File: src/rtl/dip_switch_debouncer_pkg.sv
// Shared constants and types for the DIP-switch debouncer.
package dip_switch_debouncer_pkg;

  localparam int unsigned SWITCH_BYTES            = 8;
  localparam logic [7:0]  SWITCH_RESET_BYTE       = 8'hFF;
  localparam int unsigned DEBOUNCE_CYCLES_DEFAULT = 250000;

  typedef logic [7:0] switch_byte_t;

endpackage

File: src/rtl/dip_switch_debouncer_if.sv
// Pin-side and bank-side signal bundle of the DIP-switch debouncer.
interface dip_switch_debouncer_if;
  import dip_switch_debouncer_pkg::*;

  switch_byte_t raw_switch0, raw_switch1, raw_switch2, raw_switch3;
  switch_byte_t raw_switch4, raw_switch5, raw_switch6, raw_switch7;
  logic         irq_ack;
  switch_byte_t dip_switch0, dip_switch1, dip_switch2, dip_switch3;
  switch_byte_t dip_switch4, dip_switch5, dip_switch6, dip_switch7;
  logic [7:0]   changed;
  logic         irq;

  modport master (
    output raw_switch0, raw_switch1, raw_switch2, raw_switch3,
    output raw_switch4, raw_switch5, raw_switch6, raw_switch7,
    output irq_ack,
    input  dip_switch0, dip_switch1, dip_switch2, dip_switch3,
    input  dip_switch4, dip_switch5, dip_switch6, dip_switch7,
    input  changed, irq
  );

  modport slave (
    input  raw_switch0, raw_switch1, raw_switch2, raw_switch3,
    input  raw_switch4, raw_switch5, raw_switch6, raw_switch7,
    input  irq_ack,
    output dip_switch0, dip_switch1, dip_switch2, dip_switch3,
    output dip_switch4, dip_switch5, dip_switch6, dip_switch7,
    output changed, irq
  );

endinterface

File: src/rtl/dip_switch_debouncer_byte.sv
// One byte: two-flop synchronizer, change detector, debounce counter and committed value.
module switch_byte_debouncer
  import dip_switch_debouncer_pkg::*;
#(
  parameter int unsigned DEBOUNCE_CYCLES = DEBOUNCE_CYCLES_DEFAULT,
  parameter int unsigned CNT_W           = $clog2(DEBOUNCE_CYCLES) + 1
) (
  input  logic         clk,
  input  logic         reset,
  input  switch_byte_t i_raw,
  output switch_byte_t o_stable,
  output logic         o_commit
);

  localparam logic [CNT_W-1:0] CntMax = CNT_W'(DEBOUNCE_CYCLES - 1);

  switch_byte_t     r_sync1, r_sync2, r_sync_d, r_stable;
  switch_byte_t     w_stable_d;
  logic [CNT_W-1:0] r_cnt, w_cnt_d;
  logic             w_commit;

  always_ff @(posedge clk or negedge reset) begin
    if (!reset) begin
      r_sync1  <= SWITCH_RESET_BYTE;
      r_sync2  <= SWITCH_RESET_BYTE;
      r_sync_d <= SWITCH_RESET_BYTE;
      r_stable <= SWITCH_RESET_BYTE;
      r_cnt    <= '0;
    end else begin
      r_sync1  <= i_raw;
      r_sync2  <= r_sync1;
      r_sync_d <= r_sync2;
      r_stable <= w_stable_d;
      r_cnt    <= w_cnt_d;
    end
  end

  // First match wins; the counter only returns to zero, it never wraps.
  always_comb begin
    w_cnt_d    = '0;
    w_stable_d = r_stable;
    w_commit   = 1'b0;
    if (r_sync2 == r_stable) begin
      w_cnt_d = '0;
    end else if (r_sync2 != r_sync_d) begin
      w_cnt_d = '0;
    end else if (r_cnt == CntMax) begin
      w_stable_d = r_sync2;
      w_commit   = 1'b1;
    end else begin
      w_cnt_d = r_cnt + 1'b1;
    end
  end

  assign o_stable = r_stable;
  assign o_commit = w_commit;

endmodule

File: src/rtl/dip_switch_debouncer.sv
// Debounces eight DIP-switch bytes; sticky changed flags and irq exist only when
// SWITCH_IRQ_EN is defined, otherwise they are tied low and irq_ack is ignored.
module dip_switch_debouncer
  import dip_switch_debouncer_pkg::*;
#(
  parameter int unsigned DEBOUNCE_CYCLES = DEBOUNCE_CYCLES_DEFAULT,
  parameter int unsigned CNT_W           = $clog2(DEBOUNCE_CYCLES) + 1
) (
  input  logic                   clk,
  input  logic                   reset,
  dip_switch_debouncer_if.slave  bus
);

  switch_byte_t            w_raw    [SWITCH_BYTES];
  switch_byte_t            w_stable [SWITCH_BYTES];
  logic [SWITCH_BYTES-1:0] w_commit;

  assign w_raw[0] = bus.raw_switch0;
  assign w_raw[1] = bus.raw_switch1;
  assign w_raw[2] = bus.raw_switch2;
  assign w_raw[3] = bus.raw_switch3;
  assign w_raw[4] = bus.raw_switch4;
  assign w_raw[5] = bus.raw_switch5;
  assign w_raw[6] = bus.raw_switch6;
  assign w_raw[7] = bus.raw_switch7;

  for (genvar i = 0; i < SWITCH_BYTES; i++) begin : g_byte
    switch_byte_debouncer #(
      .DEBOUNCE_CYCLES (DEBOUNCE_CYCLES),
      .CNT_W           (CNT_W)
    ) u_byte (
      .clk      (clk),
      .reset    (reset),
      .i_raw    (w_raw[i]),
      .o_stable (w_stable[i]),
      .o_commit (w_commit[i])
    );
  end

  assign bus.dip_switch0 = w_stable[0];
  assign bus.dip_switch1 = w_stable[1];
  assign bus.dip_switch2 = w_stable[2];
  assign bus.dip_switch3 = w_stable[3];
  assign bus.dip_switch4 = w_stable[4];
  assign bus.dip_switch5 = w_stable[5];
  assign bus.dip_switch6 = w_stable[6];
  assign bus.dip_switch7 = w_stable[7];

`ifdef SWITCH_IRQ_EN
  logic [SWITCH_BYTES-1:0] r_changed, w_changed_d;

  // Ack clears first, then this edge's commits are OR'd back in: set wins.
  always_comb begin
    w_changed_d = r_changed;
    if (bus.irq_ack) begin
      w_changed_d = '0;
    end
    w_changed_d = w_changed_d | w_commit;
  end

  always_ff @(posedge clk or negedge reset) begin
    if (!reset) begin
      r_changed <= '0;
    end else begin
      r_changed <= w_changed_d;
    end
  end

  assign bus.changed = r_changed;
  assign bus.irq     = |r_changed;
`else
  logic [SWITCH_BYTES:0] w_unused_irq;
  assign w_unused_irq = {bus.irq_ack, w_commit};

  assign bus.changed = '0;
  assign bus.irq     = 1'b0;
`endif

endmodule

File: src/flat_wrapper.sv
// flat-port wrapper written by rule: the top's interface ports become plain ports
module dip_switch_debouncer_flat import dip_switch_debouncer_pkg::*;
#(
  parameter int unsigned DEBOUNCE_CYCLES = DEBOUNCE_CYCLES_DEFAULT,
  parameter int unsigned CNT_W           = $clog2(DEBOUNCE_CYCLES) + 1
)
  (clk, reset, bus_raw_switch0, bus_raw_switch1, bus_raw_switch2, bus_raw_switch3, bus_raw_switch4, bus_raw_switch5, bus_raw_switch6, bus_raw_switch7, bus_irq_ack, bus_dip_switch0, bus_dip_switch1, bus_dip_switch2, bus_dip_switch3, bus_dip_switch4, bus_dip_switch5, bus_dip_switch6, bus_dip_switch7, bus_changed, bus_irq);
  dip_switch_debouncer_if bus_i ();
  input  logic clk;
  input  logic reset;
  input wire logic [$bits(bus_i.raw_switch0)-1:0] bus_raw_switch0;
  input wire logic [$bits(bus_i.raw_switch1)-1:0] bus_raw_switch1;
  input wire logic [$bits(bus_i.raw_switch2)-1:0] bus_raw_switch2;
  input wire logic [$bits(bus_i.raw_switch3)-1:0] bus_raw_switch3;
  input wire logic [$bits(bus_i.raw_switch4)-1:0] bus_raw_switch4;
  input wire logic [$bits(bus_i.raw_switch5)-1:0] bus_raw_switch5;
  input wire logic [$bits(bus_i.raw_switch6)-1:0] bus_raw_switch6;
  input wire logic [$bits(bus_i.raw_switch7)-1:0] bus_raw_switch7;
  input wire logic [$bits(bus_i.irq_ack)-1:0] bus_irq_ack;
  output wire logic [$bits(bus_i.dip_switch0)-1:0] bus_dip_switch0;
  output wire logic [$bits(bus_i.dip_switch1)-1:0] bus_dip_switch1;
  output wire logic [$bits(bus_i.dip_switch2)-1:0] bus_dip_switch2;
  output wire logic [$bits(bus_i.dip_switch3)-1:0] bus_dip_switch3;
  output wire logic [$bits(bus_i.dip_switch4)-1:0] bus_dip_switch4;
  output wire logic [$bits(bus_i.dip_switch5)-1:0] bus_dip_switch5;
  output wire logic [$bits(bus_i.dip_switch6)-1:0] bus_dip_switch6;
  output wire logic [$bits(bus_i.dip_switch7)-1:0] bus_dip_switch7;
  output wire logic [$bits(bus_i.changed)-1:0] bus_changed;
  output wire logic [$bits(bus_i.irq)-1:0] bus_irq;
  assign bus_i.raw_switch0 = bus_raw_switch0;
  assign bus_i.raw_switch1 = bus_raw_switch1;
  assign bus_i.raw_switch2 = bus_raw_switch2;
  assign bus_i.raw_switch3 = bus_raw_switch3;
  assign bus_i.raw_switch4 = bus_raw_switch4;
  assign bus_i.raw_switch5 = bus_raw_switch5;
  assign bus_i.raw_switch6 = bus_raw_switch6;
  assign bus_i.raw_switch7 = bus_raw_switch7;
  assign bus_i.irq_ack = bus_irq_ack;
  assign bus_dip_switch0 = bus_i.dip_switch0;
  assign bus_dip_switch1 = bus_i.dip_switch1;
  assign bus_dip_switch2 = bus_i.dip_switch2;
  assign bus_dip_switch3 = bus_i.dip_switch3;
  assign bus_dip_switch4 = bus_i.dip_switch4;
  assign bus_dip_switch5 = bus_i.dip_switch5;
  assign bus_dip_switch6 = bus_i.dip_switch6;
  assign bus_dip_switch7 = bus_i.dip_switch7;
  assign bus_changed = bus_i.changed;
  assign bus_irq = bus_i.irq;
  dip_switch_debouncer #(.DEBOUNCE_CYCLES(DEBOUNCE_CYCLES), .CNT_W(CNT_W)) u_core (.clk(clk), .reset(reset), .bus(bus_i));
endmodule
File: config.mk
export PLATFORM = sky130hd
export DESIGN_NAME = dip_switch_debouncer_flat
export DESIGN_NICKNAME = d
export VERILOG_FILES = /design/src/rtl/dip_switch_debouncer_pkg.sv /design/src/rtl/dip_switch_debouncer_if.sv /design/src/rtl/dip_switch_debouncer_byte.sv /design/src/rtl/dip_switch_debouncer.sv /design/src/flat_wrapper.sv
export SDC_FILE = /design/constraint.sdc
export NUM_CORES = 1
export LEC_CHECK = 0
export CORE_MARGIN = 5
export CORE_UTILIZATION = 35
export DETAILED_ROUTE_END_ITERATION = 10
export SETUP_SLACK_MARGIN = 0.3
export SLEW_MARGIN = 10
export SYNTH_ARGS = -nofsm -noshare
export SYNTH_HDL_FRONTEND = slang
export SYNTH_SLANG_ARGS = --single-unit
File: constraint.sdc
create_clock -name clk -period 1.87 [get_ports clk]
set_input_delay 0.374 -clock clk [delete_from_list [all_inputs] [get_ports clk]]
set_output_delay 0.374 -clock clk [all_outputs]
set_load 0.01 [all_outputs]
==> flow_metrics.env <==
export IMPL_cts_sinks=408
export IMPL_via_per_inst=4.563
export IMPL_insertion_delay_ns=0.58
export IMPL_cp_num_cells=6
export IMPL_fin_setup_tns_ns=0
export IMPL_r2r_start="u_core.g_byte[4].u_byte.r_cnt[5]$_DFF_PN0_"
export IMPL_dieWidth_um=225.6
export IMPL_path_class="reg2reg"
export IMPL_tritoncts="done"
export IMPL_start_util=0.3518
export IMPL_status="finished clean"
export IMPL_cpPeakStageDelay_ns=0.55
export IMPL_drt_iter0_drc=370
export IMPL_grt_pass1_wl_mm=53.75
export IMPL_synthCells=1253
export IMPL_crit_buf_inv=1
export IMPL_grt_max_degree=68
export IMPL_first_global_vias=10740
export IMPL_netlist_top_cells_area="dfstp_2, dfrtp_1, xor2_1, xnor2_1, nor2_1"
export IMPL_critPathMaxFanout=5
export IMPL_crit_path_end_kind="flip-flop"
export IMPL_cts_clk_slew_worst_paths_ns=0.06
export IMPL_min_path_type="in2reg"
export IMPL_cts_buffers_inserted=45
export IMPL_ios=140
export IMPL_antenna_found_initial=5
export IMPL_startpoint_type="flip-flop"
export IMPL_cp_top_family="simple AND/OR/NAND/NOR gates"
export IMPL_final_nets=1643
export IMPL_antenna_left=0
export IMPL_rows=79
export IMPL_dp_hpwl_mm=19.99
export IMPL_yosys_warnings=0
export IMPL_met1_length_mm=14.21
export IMPL_cp_startpoint="u_core.g_byte[4].u_byte.r_cnt[5]$_DFF_PN0_"
export IMPL_final_hold_violation_count=0
export IMPL_min_from="bus_raw_switch4[0]"
export IMPL_whs_path_depth=1
export IMPL_met2_length_mm=16.76
export IMPL_setup_viol=0
export IMPL_gp_congestion=0.7421
export IMPL_cap_viol_max_count=0
export IMPL_slowest_stage="or4_4"
export IMPL_fin_crit_sh=0.9917
export IMPL_crit_chain="or4_4 -> nor3_2 -> nand4_1 -> nand2_8 -> clkbuf_16 -> nor2_4"
export IMPL_first_pass_iters=4
export IMPL_grt_ovfl_total=0
export IMPL_vias=10100
export IMPL_rsz0062_at_grt="yes"
export IMPL_place_ws_ns=-0.2116
export IMPL_syn_avg_cell_area_um2=12.99
export IMPL_drv_slew=0
export IMPL_crit_arrival_ns=2.32
export IMPL_yosysUniqueCellTypes=38
export IMPL_placed_cell_area_mm2=0.01893
export IMPL_fin_ws_ns=0.01554
export IMPL_irDropWorstVdd_uv=703.4
export IMPL_htree_levels=2
export IMPL_areaGrowthSynthToFinish_pct=41.73
export IMPL_final_common_cell="dfstp_2"
export IMPL_synth_area_mm2=0.01627
export IMPL_wl_per_cell_um=15.04
export IMPL_fill_cells=3996
export IMPL_die_area_mm2=0.05091
export IMPL_top_layer_used="met5"
export IMPL_worst_r2r_path_depth=6
export IMPL_die_h_um=225.6
export IMPL_final_cell_mix="dfstp_2, dfrtp_1, xnor2_1"
export IMPL_drive_above_1_share=0.5352
export IMPL_fin_area_mm2=0.02307
export IMPL_synth_top_area_share=0.4133
export IMPL_route_detailed_drc=0
export IMPL_max_freq_ghz=0.5392
export IMPL_p_leak_nw=9.212
export IMPL_fin_crit_ns=1.854
export IMPL_cts_root_buf="clkbuf_16"
export IMPL_cts_buffer_depth=3
export IMPL_worst_ep_required_time_ns=2.33
export IMPL_ys_seq_elements=408
export IMPL_ys_seq_area_frac=0.6470
export IMPL_portBuffers=129
export IMPL_synth_largest_area_cell="dfstp_2"
export IMPL_grt_usage=0.1266
export IMPL_fin_skew_ns=0.01521
export IMPL_core_area_mm2=0.04626
export IMPL_powerDensity_mw_per_mm2=815.8
export IMPL_routed_wl_met3_mm=1.471
export IMPL_drt_wl_total_mm=33.29
## flip-flops by register name (all words and copies together) (netlist names)
name                           count
u_core.g_byte.u_byte.r_cnt       152
u_core.g_byte.u_byte.r_sync_d     64
u_core.g_byte.u_byte.r_sync1      64
u_core.g_byte.u_byte.o_stable     64
u_core.g_byte.u_byte.r_sync2      64
## layer usage
layer / vias up / global-route usage
met5: - / 0
met4: 8 / 0.04178
met3: 66 / 0.03250
met2: 133 / 0.2091
met1: 5080 / 0.1637
li1: 4812 / -
## timing repair
action	in CTS	in global routing
cloned	10	11
endpoints found under the hold margin	26	0
setup buffers	47	24
endpoints found under the setup margin	280	280
hold buffers	1	0
pin swaps	76	74
resized for setup	452	260
## cell families (layout without fill, tap and decap cells)
group | after synthesis | in the layout | share of synthesized area
compound gates | 11 | 11 | 0.005997
xor+xnor | 263 | 263 | 0.1415
fa+ha+maj | 8 | 8 | 0.006151
buf+inv | 43 | 381 | 0.01468
flops | 408 | 408 | 0.6470
mux | 64 | 64 | 0.04705
other cells | 1 | 10 | 0.0002304
simple gates | 455 | 461 | 0.1373
## power breakdown
group	switching [W]	internal, W	total [W]	leakage (nW)
registers	0.000163	0.00923	0.00939	4.80
clock network	0.00355	0.00520	0.00875	0.750
logic	0.000325	0.000349	0.000674	3.66
total	0.00404	0.0148	0.0188	9.21
## synthesized netlist by cell type
library cell / number
a211oi_1: 8
a21oi_1: 1
and2_1: 1
and3_1: 16
and4_1: 6
buf_2: 8
buf_4: 10
buf_6: 4
clkbuf_1: 3
conb_1: 1
dfrtp_1: 152
dfstp_2: 256
ha_1: 8
inv_1: 18
mux2_2: 52
mux2_4: 12
nand2_1: 55
nand2_2: 1
nand2_4: 2
nand2b_1: 5
nand3_1: 53
nand3b_1: 2
nand4_1: 51
nor2_1: 196
nor3_1: 18
nor4_1: 28
nor4_2: 1
nor4_4: 2
nor4b_1: 8
o21ai_1: 1
o41ai_4: 1
or2_2: 1
or3_1: 3
or4_1: 2
or4_4: 3
or4b_1: 1
xnor2_1: 131
xor2_1: 132
## layout make-up
class                      instances  area, um2  area share
tap                              607      759.5     0.03293
clock inverter                    13      95.09    0.004123
multi-input combinational        816       7234      0.3136
sequential                       408      10530      0.4567
clock buffer                      71       1408     0.06103
timing repair buffer             279       2965      0.1286
inverter                          18      67.56    0.002929
antenna                            1      2.502   0.0001085
## path summary, 6_finish.rpt
path,end,slack (ns)
max,u_core.g_byte[4].u_byte.r_cnt[4]$_DFF_PN0_,0.02
min in group asynchronous,u_core.g_byte[1].u_byte.r_cnt[15]$_DFF_PN0_,0.30
max in group asynchronous,u_core.g_byte[5].u_byte.r_sync_d[3]$_DFF_PN1_,0.84
max reg2reg,u_core.g_byte[4].u_byte.r_cnt[4]$_DFF_PN0_,0.02
min reg2reg,u_core.g_byte[0].u_byte.r_sync2[0]$_DFF_PN1_,0.35
min,u_core.g_byte[4].u_byte.r_sync1[0]$_DFF_PN1_,0.20
## per-stage QoR
step,util,power [W],hold WS [ns],cells
floorplan,-,0.009690,0.07841,1261
global placement,0.4093,0.01009,0.3018,2035
detailed placement,0.4093,0.01011,0.3097,2035
CTS,0.4671,0.01912,0.1708,2177
global route,0.4986,0.01963,0.1716,2212
finish,0.4986,0.01882,0.2030,2213
Power figures use the tool's default switching activity.
